===== config.mk =====
export PLATFORM = sky130hd
export DESIGN_NAME = cpu_mem_stage_flat
export DESIGN_NICKNAME = d
export VERILOG_FILES = /design/src/rtl/cpu_mem_stage_if.sv /design/src/rtl/cpu_mem_stage.sv /design/src/flat_wrapper.sv
export SDC_FILE = /design/constraint.sdc
export NUM_CORES = 1
export LEC_CHECK = 0
export BUFFER_PORTS_ARGS = -buffer_cell sky130_fd_sc_hd__buf_2
export CELL_PAD_IN_SITES_DETAIL_PLACEMENT = 1
export CELL_PAD_IN_SITES_GLOBAL_PLACEMENT = 2
export CORE_UTILIZATION = 23
export CTS_BUF_LIST = sky130_fd_sc_hd__clkbuf_8 sky130_fd_sc_hd__clkbuf_16
export CTS_CLUSTER_DIAMETER = 60
export DETAILED_ROUTE_END_ITERATION = 8
export HOLD_SLACK_MARGIN = 0.08
export PLACE_DENSITY_LB_ADDON = 0.1
export REMOVE_ABC_BUFFERS = 1
export SLEW_MARGIN = 25
export SYNTH_ARGS = -nofsm -noshare
export SYNTH_HDL_FRONTEND = slang
export SYNTH_SLANG_ARGS = --single-unit

===== constraint.sdc =====
create_clock -name clk -period 2.3 [get_ports clk]
set_input_delay 0.46 -clock clk [delete_from_list [all_inputs] [get_ports clk]]
set_output_delay 0.46 -clock clk [all_outputs]
set_load 0.01 [all_outputs]

===== src/rtl/cpu_mem_stage_if.sv =====
//------------------------------------------------------------------------------
// +--------------------------------------------------------------------------+
// | Module   : cpu_mem_stage_if                                              |
// | Purpose  : Data-bus handshake between the memory stage (master) and the  |
// |            data memory / bus fabric (slave).                             |
// | Signals  : d_req   - bus request                                         |
// |            d_we    - write strobe (store)                                |
// |            d_addr  - byte address                                        |
// |            d_wdata - store data                                          |
// |            d_rdata - load data returned by the slave                     |
// |            d_rdy   - slave ready; completes the access when d_req is high|
// | Revision : 1.0 - initial release                                         |
// +--------------------------------------------------------------------------+
//------------------------------------------------------------------------------
`default_nettype none

interface cpu_mem_stage_if;
  logic        d_req;
  logic        d_we;
  logic [31:0] d_addr;
  logic [31:0] d_wdata;
  logic [31:0] d_rdata;
  logic        d_rdy;

  modport master (
    output d_req,
    output d_we,
    output d_addr,
    output d_wdata,
    input  d_rdata,
    input  d_rdy
  );

  modport slave (
    input  d_req,
    input  d_we,
    input  d_addr,
    input  d_wdata,
    output d_rdata,
    output d_rdy
  );
endinterface

`default_nettype wire


===== src/rtl/cpu_mem_stage.sv =====
//------------------------------------------------------------------------------
// +--------------------------------------------------------------------------+
// | Module   : cpu_mem_stage                                                 |
// | Purpose  : PLP CPU memory-access stage. Issues loads/stores on the data  |
// |            bus, stalls the front of the pipe while the bus inserts wait  |
// |            states, aborts accesses that exceed MAX_WAIT wait cycles and  |
// |            registers the result bundle for write-back.                   |
// | Ports    : clk, rst        - clock, synchronous active-high reset        |
// |            ex_*            - execute-stage pipeline register outputs     |
// |            bus (master)    - data-bus handshake (cpu_mem_stage_if)       |
// |            stall           - freeze upstream pipeline registers          |
// |            p_*             - registered write-back bundle                |
// |            p_bus_err       - one-cycle pulse on an aborted access        |
// |            misalign_addr   - address of last misaligned access           |
// |                              (only with CPU_MEM_ALIGN_CHECK_EN)          |
// | Options  : CPU_MEM_ALIGN_CHECK_EN - reject word-misaligned accesses      |
// | Revision : 1.0 - initial release                                         |
// +--------------------------------------------------------------------------+
//------------------------------------------------------------------------------
`default_nettype none

module cpu_mem_stage #(
  parameter int unsigned MAX_WAIT = 15
) (
  input  wire logic        clk,
  input  wire logic        rst,
  input  wire logic        ex_c_rfw,
  input  wire logic [1:0]  ex_c_wbsource,
  input  wire logic        ex_c_drw,
  input  wire logic [31:0] ex_alu_r,
  input  wire logic [31:0] ex_rfb,
  input  wire logic [4:0]  ex_rf_waddr,
  input  wire logic [31:0] ex_jalra,
  cpu_mem_stage_if.master  bus,
  output logic             stall,
  output logic             p_c_rfw,
  output logic [1:0]       p_c_wbsource,
  output logic [31:0]      p_alu_r,
  output logic [31:0]      p_mem_rdata,
  output logic [31:0]      p_jalra,
  output logic [4:0]       p_rf_waddr,
  output logic             p_bus_err
`ifdef CPU_MEM_ALIGN_CHECK_EN
  ,
  output logic [31:0]      misalign_addr
`endif
);

  localparam logic [7:0] MAX_WAIT_C = 8'(MAX_WAIT);
  localparam logic [1:0] WB_MEM     = 2'd1;

  typedef enum logic [1:0] {
    S_IDLE  = 2'd0,
    S_WAIT  = 2'd1,
    S_ABORT = 2'd2
  } state_t;

  state_t      state_q, state_d;
  logic [7:0]  cnt_q, cnt_d;

  logic        p_c_rfw_q, p_c_rfw_d;
  logic [1:0]  p_c_wbsource_q, p_c_wbsource_d;
  logic [31:0] p_alu_r_q, p_alu_r_d;
  logic [31:0] p_mem_rdata_q, p_mem_rdata_d;
  logic [31:0] p_jalra_q, p_jalra_d;
  logic [4:0]  p_rf_waddr_q, p_rf_waddr_d;
  logic        p_bus_err_q, p_bus_err_d;

  logic        mem_access;
  logic        misaligned;
  logic        bus_access;
  logic        req;
  logic        done;

  // Access classification and bus handshake
  always_comb begin
    mem_access = ex_c_drw | (ex_c_wbsource == WB_MEM);
`ifdef CPU_MEM_ALIGN_CHECK_EN
    misaligned = mem_access & (ex_alu_r[1:0] != 2'b00);
`else
    misaligned = 1'b0;
`endif
    bus_access = mem_access & ~misaligned;
    // Reset drops the request in the same cycle, before the flops clear.
    req        = ~rst & bus_access & (state_q != S_ABORT);
    done       = req & bus.d_rdy;
    stall      = req & ~bus.d_rdy;
  end

  assign bus.d_req   = req;
  assign bus.d_we    = ex_c_drw;
  assign bus.d_addr  = ex_alu_r;
  assign bus.d_wdata = ex_rfb;

  // FSM next state and wait counter
  always_comb begin
    state_d = state_q;
    cnt_d   = cnt_q;
    case (state_q)
      S_IDLE: begin
        if (stall) begin
          state_d = S_WAIT;
          cnt_d   = 8'd1;
        end
      end
      S_WAIT: begin
        // Ready on the final permitted cycle still completes the access.
        if (done) begin
          state_d = S_IDLE;
          cnt_d   = 8'd0;
        end else if (cnt_q == MAX_WAIT_C) begin
          state_d = S_ABORT;
        end else begin
          cnt_d   = cnt_q + 8'd1;
        end
      end
      S_ABORT: begin
        state_d = S_IDLE;
        cnt_d   = 8'd0;
      end
      default: begin
        state_d = S_IDLE;
        cnt_d   = 8'd0;
      end
    endcase
  end

  // Write-back pipeline register next values
  always_comb begin
    p_c_rfw_d      = p_c_rfw_q;
    p_c_wbsource_d = p_c_wbsource_q;
    p_alu_r_d      = p_alu_r_q;
    p_mem_rdata_d  = p_mem_rdata_q;
    p_jalra_d      = p_jalra_q;
    p_rf_waddr_d   = p_rf_waddr_q;
    p_bus_err_d    = p_bus_err_q;
    if (stall) begin
      // Bubble: write-back sees a no-op while data fields keep their values.
      p_c_rfw_d      = 1'b0;
      p_c_wbsource_d = 2'd0;
      p_bus_err_d    = 1'b0;
    end else if (state_q == S_ABORT) begin
      p_c_rfw_d      = 1'b0;
      p_c_wbsource_d = ex_c_wbsource;
      p_alu_r_d      = ex_alu_r;
      p_mem_rdata_d  = 32'd0;
      p_jalra_d      = ex_jalra;
      p_rf_waddr_d   = ex_rf_waddr;
      p_bus_err_d    = 1'b1;
    end else begin
      p_c_rfw_d      = ex_c_rfw & ~misaligned;
      p_c_wbsource_d = ex_c_wbsource;
      p_alu_r_d      = ex_alu_r;
      p_mem_rdata_d  = done ? bus.d_rdata : 32'd0;
      p_jalra_d      = ex_jalra;
      p_rf_waddr_d   = ex_rf_waddr;
      p_bus_err_d    = misaligned;
    end
  end

  always_ff @(posedge clk) begin
    if (rst) begin
      state_q        <= S_IDLE;
      cnt_q          <= 8'd0;
      p_c_rfw_q      <= 1'b0;
      p_c_wbsource_q <= 2'd0;
      p_alu_r_q      <= 32'd0;
      p_mem_rdata_q  <= 32'd0;
      p_jalra_q      <= 32'd0;
      p_rf_waddr_q   <= 5'd0;
      p_bus_err_q    <= 1'b0;
    end else begin
      state_q        <= state_d;
      cnt_q          <= cnt_d;
      p_c_rfw_q      <= p_c_rfw_d;
      p_c_wbsource_q <= p_c_wbsource_d;
      p_alu_r_q      <= p_alu_r_d;
      p_mem_rdata_q  <= p_mem_rdata_d;
      p_jalra_q      <= p_jalra_d;
      p_rf_waddr_q   <= p_rf_waddr_d;
      p_bus_err_q    <= p_bus_err_d;
    end
  end

`ifdef CPU_MEM_ALIGN_CHECK_EN
  logic [31:0] misalign_addr_q, misalign_addr_d;

  always_comb begin
    misalign_addr_d = misalign_addr_q;
    if (misaligned) begin
      misalign_addr_d = ex_alu_r;
    end
  end

  always_ff @(posedge clk) begin
    if (rst) begin
      misalign_addr_q <= 32'd0;
    end else begin
      misalign_addr_q <= misalign_addr_d;
    end
  end

  assign misalign_addr = misalign_addr_q;
`endif

  assign p_c_rfw      = p_c_rfw_q;
  assign p_c_wbsource = p_c_wbsource_q;
  assign p_alu_r      = p_alu_r_q;
  assign p_mem_rdata  = p_mem_rdata_q;
  assign p_jalra      = p_jalra_q;
  assign p_rf_waddr   = p_rf_waddr_q;
  assign p_bus_err    = p_bus_err_q;

endmodule

`default_nettype wire


===== src/flat_wrapper.sv =====
// flat-port wrapper written by rule: the top's interface ports become plain ports
module cpu_mem_stage_flat 
#(
  parameter int unsigned MAX_WAIT = 15
)
  (clk, rst, ex_c_rfw, ex_c_wbsource, ex_c_drw, ex_alu_r, ex_rfb, ex_rf_waddr, ex_jalra, stall, p_c_rfw, p_c_wbsource, p_alu_r, p_mem_rdata, p_jalra, p_rf_waddr, p_bus_err, bus_d_req, bus_d_we, bus_d_addr, bus_d_wdata, bus_d_rdata, bus_d_rdy);
  cpu_mem_stage_if bus_i ();
  input  wire logic clk;
  input  wire logic rst;
  input  wire logic ex_c_rfw;
  input  wire logic [1:0] ex_c_wbsource;
  input  wire logic ex_c_drw;
  input  wire logic [31:0] ex_alu_r;
  input  wire logic [31:0] ex_rfb;
  input  wire logic [4:0] ex_rf_waddr;
  input  wire logic [31:0] ex_jalra;
  output logic stall;
  output logic p_c_rfw;
  output logic [1:0] p_c_wbsource;
  output logic [31:0] p_alu_r;
  output logic [31:0] p_mem_rdata;
  output logic [31:0] p_jalra;
  output logic [4:0] p_rf_waddr;
  output logic p_bus_err;
  output wire logic [$bits(bus_i.d_req)-1:0] bus_d_req;
  output wire logic [$bits(bus_i.d_we)-1:0] bus_d_we;
  output wire logic [$bits(bus_i.d_addr)-1:0] bus_d_addr;
  output wire logic [$bits(bus_i.d_wdata)-1:0] bus_d_wdata;
  input wire logic [$bits(bus_i.d_rdata)-1:0] bus_d_rdata;
  input wire logic [$bits(bus_i.d_rdy)-1:0] bus_d_rdy;
  assign bus_d_req = bus_i.d_req;
  assign bus_d_we = bus_i.d_we;
  assign bus_d_addr = bus_i.d_addr;
  assign bus_d_wdata = bus_i.d_wdata;
  assign bus_i.d_rdata = bus_d_rdata;
  assign bus_i.d_rdy = bus_d_rdy;
  cpu_mem_stage #(.MAX_WAIT(MAX_WAIT)) u_core (.clk(clk), .rst(rst), .ex_c_rfw(ex_c_rfw), .ex_c_wbsource(ex_c_wbsource), .ex_c_drw(ex_c_drw), .ex_alu_r(ex_alu_r), .ex_rfb(ex_rfb), .ex_rf_waddr(ex_rf_waddr), .ex_jalra(ex_jalra), .bus(bus_i), .stall(stall), .p_c_rfw(p_c_rfw), .p_c_wbsource(p_c_wbsource), .p_alu_r(p_alu_r), .p_mem_rdata(p_mem_rdata), .p_jalra(p_jalra), .p_rf_waddr(p_rf_waddr), .p_bus_err(p_bus_err));
endmodule

# After elaboration in Yosys (flattened, before gate mapping)

Index checks and enable logic that the tools add are counted.

Eq/ne operators: 8
Add/sub/neg operators: 1
Reductions and logical operators: 5
Bitwise operators: 7
Multiplexer cells: 11

Operators with widths:

| kind                | number |
|---|---|
| $mux 32             | 2 |
| $mux 8              | 3 |
| $pmux 8 s2          | 1 |
| $add 8x1->8 const B | 1 |
| $eq 8x4->1 const B  | 1 |
| $mux 2              | 3 |
| $and 1x1->1         | 4 |
| $eq 2x1->1 const B  | 2 |
| $ne 2x2->1 const B  | 2 |
| $pmux 2 s2          | 1 |
| $reduce_and 2->1    | 2 |
| $ne 3x1->1 const B  | 1 |
| $ne 3x2->1 const B  | 1 |
| $reduce_or 3->1     | 1 |
| $eq 2x2->1 const B  | 1 |
| $logic_not 2->1     | 1 |
| $not 1->1           | 2 |
| $reduce_or 2->1     | 1 |
| $mux 1              | 1 |
| $or 1x1->1          | 1 |

Register bits after elaboration: 115
Output and inout port bits: 172
Logic and storage cells: 41
Input port bits: 140

# Logic depth before layout (Yosys ltp)

Depth in word-level cells: 7
Mapped depth: 7
Mapped depth without buffers: 6

# Worst setup path before layout

No wires, ideal clock.

Path kind: input port to output port
From: input port ex_c_wbsource[0]
To: output port bus_d_req
Stages on the path: 6
Setup slack: 0.389 ns
Buffers on the path: 2
Arrival: 1.451 ns
Required time: 1.840 ns
Path through: nor2b_1 -> or2_2 -> clkbuf_2 -> nand3b_1 -> buf_2 -> inv_1

Word-level cells in the longest chain between the ends: 4

RTL lines:

| element                  | RTL line            | RTL |
|---|---|---|
| start: declaration       | flat_wrapper.sv:11  | `input wire logic [1:0] ex_c_wbsource;` |
| $eq 2x1->1               | cpu_mem_stage.sv:77 | `mem_access = ex_c_drw \| (ex_c_wbsource == WB_MEM);` |
| $or 1x1->1               | cpu_mem_stage.sv:77 |  |
| $and 1x1->1 (2 in a row) | cpu_mem_stage.sv:85 | `req = ~rst & bus_access & (state_q != S_ABORT);` |
| end: declaration         | flat_wrapper.sv:25  | `output wire logic [$bits(bus_i.d_req)-1:0] bus_d_req;` |

Every way passes these cells.

# Worst setup path after layout

From: register u_core.state_q[0]
To: output port stall

Word-level cells in the longest chain between the ends: 3

RTL lines:

| element                  | RTL line             | RTL |
|---|---|---|
| start: declaration       | cpu_mem_stage.sv:58  | `state_t state_q, state_d;` |
| start signal: assignment | cpu_mem_stage.sv:173 | `state_q <= state_d;` |
| $ne 2x2->1               | cpu_mem_stage.sv:85  |  |
| $and 1x1->1              | cpu_mem_stage.sv:85  |  |
| $and 1x1->1              | cpu_mem_stage.sv:87  | `stall = req & ~bus.d_rdy;` |
| end: declaration         | flat_wrapper.sv:17   | `output logic stall;` |

Every way passes these cells.

==> summary.md <==
| Metric | Value |
|---|---|
| Ant diodes | 0 |
| Netlist cell types | 38 |
| CTS clk-pin slew, worst paths | 50 ps |
| Die Y | 144 um |
| Initial Util | 23.7% |
| Setup bufs post-CTS | 0 |
| Hold Crit Endpoint | u_core.p_c_wbsource[1]$_SDFF_PP0_ |
| FMAX | 0.466 GHz |
| Hpwl dp | 12.2 mm |
| Drt via density | 4.23 |
| EDFF count, synth | 0 |
| TritonCTS clock tree | yes |
| Max_cap viols | 0 |
| Layout cell share with drive strength beyond 1 | 39.9% |
| Reg2Reg Depth | 6 |
| Sequential fraction of the synthesis area | 49.4% |
| Final Cycle Share | 93.3% |
| CTS buffer count | 17 |
| Min cycle time layout | 2150 ps |
| Syn Inst Count | 547 |
| GP Congestion | 0.717 |
| 1st-pass router iterations | 4 |
| Fin Setup TNS | 0 ps |
| CTS sink cnt | 115 |
| Final setup viols | 0 |
| Leading post-synthesis cells by cell area | dfxtp_1 (49%), nand2_1 (12%), buf_4 (11%), a21oi_1 (8.1%), mux2i_1 (6.7%) |
| Max H-tree Level | 4 |
| Measured slew at the worst slew-check pin | 757 ps |
| Area of the multi-input gates | 1700 um^2 |
| Crit path max fanout | 10 |
| Combinational Power Share | 10.9% |
| Routed Antenna Nets | 0 |
| Number of I/O port buffers | 247 |
| Seq cells post-synth | 115 |
| R2r setup slk | 560 ps |
| Synth warnings | 0 |
| Leak | 0.00312 uW |
| Global route overflow | 0 |
| Skew-Pair Late Insertion Delay | 410 ps |
| Resize count post-CTS | 0 |
| Hold path depth | 2 |
| Total Die Area | 20800 um^2 |
| Area growth from synthesis to layout | 34.5% |
| Final wirelength | 16.2 mm |
| Die W | 144 um |
| CP Launch Type | flop |
| Fin nets | 865 |
| I/O pin total | 312 |
| Critical Path AT | 1690 ps |
| First-pass GRT wire length | 23.9 mm |
| Sw frac | 24.7% |
| Status | complete, no violations |
| Fillers | 2414 |
| Largest net degree at the start of global routing | 70 |
| DR vias | 4241 |
| CP required | 1840 ps |
| CTS Buffer Depth | 2 |
| Worst r2r src | u_core.state_q[0]$_SDFFE_PP0P_ |
| Final Hold Fails | 0 |
| DRT iter0 DRCs | 125 |
| Post-synthesis average cell area | 8.52 um^2 |
| Initial antenna violation count | 1 |
| Clock root cell | clkbuf_16 |
| CTS Hold Bufs | 0 |
| R2r endpoint | u_core.cnt_q[3]$_SDFFE_PP0P_ |
| Pwr dens | 872 nW/um^2 |
| Slew HR | 49.5% |
| Endpoint class of the critical path | output pin |
| Core area | 19700 um^2 |
| Placed Cells incl. Taps | 970 |
| NetSw | 1350 uW |
| Cell Area, Synth | 4660 um^2 |
| Row count | 51 |
| Routed WL per cell | 16.2 um |
| CP Class | reg -> out |
| Final std cells w/o fill | 1002 |
| Hold Startpoint | ex_c_wbsource[1] |
| Area share of the largest cell type after synthesis | 49.4% |
| Post-route DRC | 0 |
| Worst-case clock skew | 8.62 ps |
| Max IR drop VDD | 0.463 mV |
| Clock power frac | 49.6% |
| Post-synth top area cell | dfxtp_1 |
| Crit path launch | u_core.state_q[0]$_SDFFE_PP0P_ |
| Post-synthesis async set-or-reset flop share | 0% |
| Worst Hold Class | in -> reg |
| RSZ-0062 raised after global routing | false |
| Total Power | 5470 uW |
| Internal power | 4120 uW |
| Part of the power in registers | 39.6% |
| Main synth FF type | dfxtp_1 |
| Sequential Area | 2300 um^2 |
| Final Max Tran Viols | 0 |
| Vias in the first global route | 4264 |
| GRT Total Usage | 15.7% |
layout make-up:
| type | count | area share (%) |
|---|---|---|
| sequential | 115 | 36.7 |
| multi-input combinational | 331 | 27.1 |
| timing repair buffer | 255 | 20.9 |
| clock buffer | 19 | 7.22 |
| tap | 265 | 5.29 |
| clock inverter | 13 | 2.53 |
| inverter | 4 | 0.239 |
routing by layer:
layer  up-vias  part of all wire [%]  global-route usage (%)
met2       197                    44                    23.4
met4         2                   1.4                    5.82
li1       2066                     -                       -
met1      1955                    43                    18.4
met3        21                    11                    9.11
met5         -                  0.26                    1.50
placed cells by master (no fill, tap or decap), types with 3 or more instances in the layout:
master     instances
buf_2            247
nand2_1          143
dfxtp_1          115
a21oi_1           75
nor2_1            42
mux2i_1           31
clkbuf_16         17
xnor2_1            8
buf_4              7
inv_1              4
nand3_1            3
a211oi_1           3
bufinv_16          3
clkinv_2           3
clkinv_4           3
synth_stat cells (2+ instances only):
cell and n:
a21oi_1 75, and2_1 2, buf_4 66, buf_2 12, nor2_1 42, nand2_1 143
xnor2_1 8, inv_1 3, nand4_1 2, dfxtp_1 115, clkbuf_1 16, o21ai_0 2
buf_6 2, nand3_1 3, a211oi_1 3, mux2i_1 31
power by group through the flow:
stage	clock network [uW]	registers, uW	logic [uW]
after floorplan	0	2250	184
after global placement	0	2200	602
after detailed placement	0	2210	611
after CTS	2810	2160	612
after global routing	2930	2180	666
final	2710	2160	594
registers in the layout (all words and copies together), names as in the netlist:
name / flops
u_core.p_jalra: 32
u_core.state_q: 2
u_core.cnt_q: 8
u_core.p_c_wbsource: 2
u_core.p_c_rfw: 1
u_core.p_bus_err: 1
u_core.p_alu_r: 32
u_core.p_rf_waddr: 5
u_core.p_mem_rdata: 32
critical path, cell delays in order, from the launching register on:
cell      delay [ps]
dfxtp_1          510
nand2b_2         270
o211ai_4         120
inv_2            180
buf_2            190
worst max-delay path by stage:
stage                                   end  slack (ps)  cells past startpoint
6_report                              stall         150                      4
5_1_grt                               stall          20                      4
3_5_place_dp   u_core.cnt_q[6]$_SDFFE_PP0P_         380                      7
4_1_cts                               stall         100                      4
2_1_floorplan  u_core.cnt_q[0]$_SDFFE_PP0P_        -660                      6
3_3_place_gp                          stall         400                      5
per-stage QoR:
step	util [%]	hold slack [ps]	cell area (um^2)	setup WS, ps
after CTS	31.9	241	6270	102
after global placement	28.8	436	5660	397
after floorplan	-	467	4020	-659
after global routing	31.9	252	6270	24.8
after detailed placement	28.8	442	5660	382
final	31.9	262	6270	154
cells by family after synthesis:
group / after synthesis / synth area share (%)
and+or+nand+nor: 203 / 17.5
DFF: 115 / 49.4
buffers and inverters: 101 / 14.1
AOI/OAI and AO/OA: 88 / 10.5
muxes: 31 / 6.66
xor gates and xnor gates: 8 / 1.50
adders and majority gates: 1 / 0.268
Note: power is estimated with default switching activity, not from simulation.
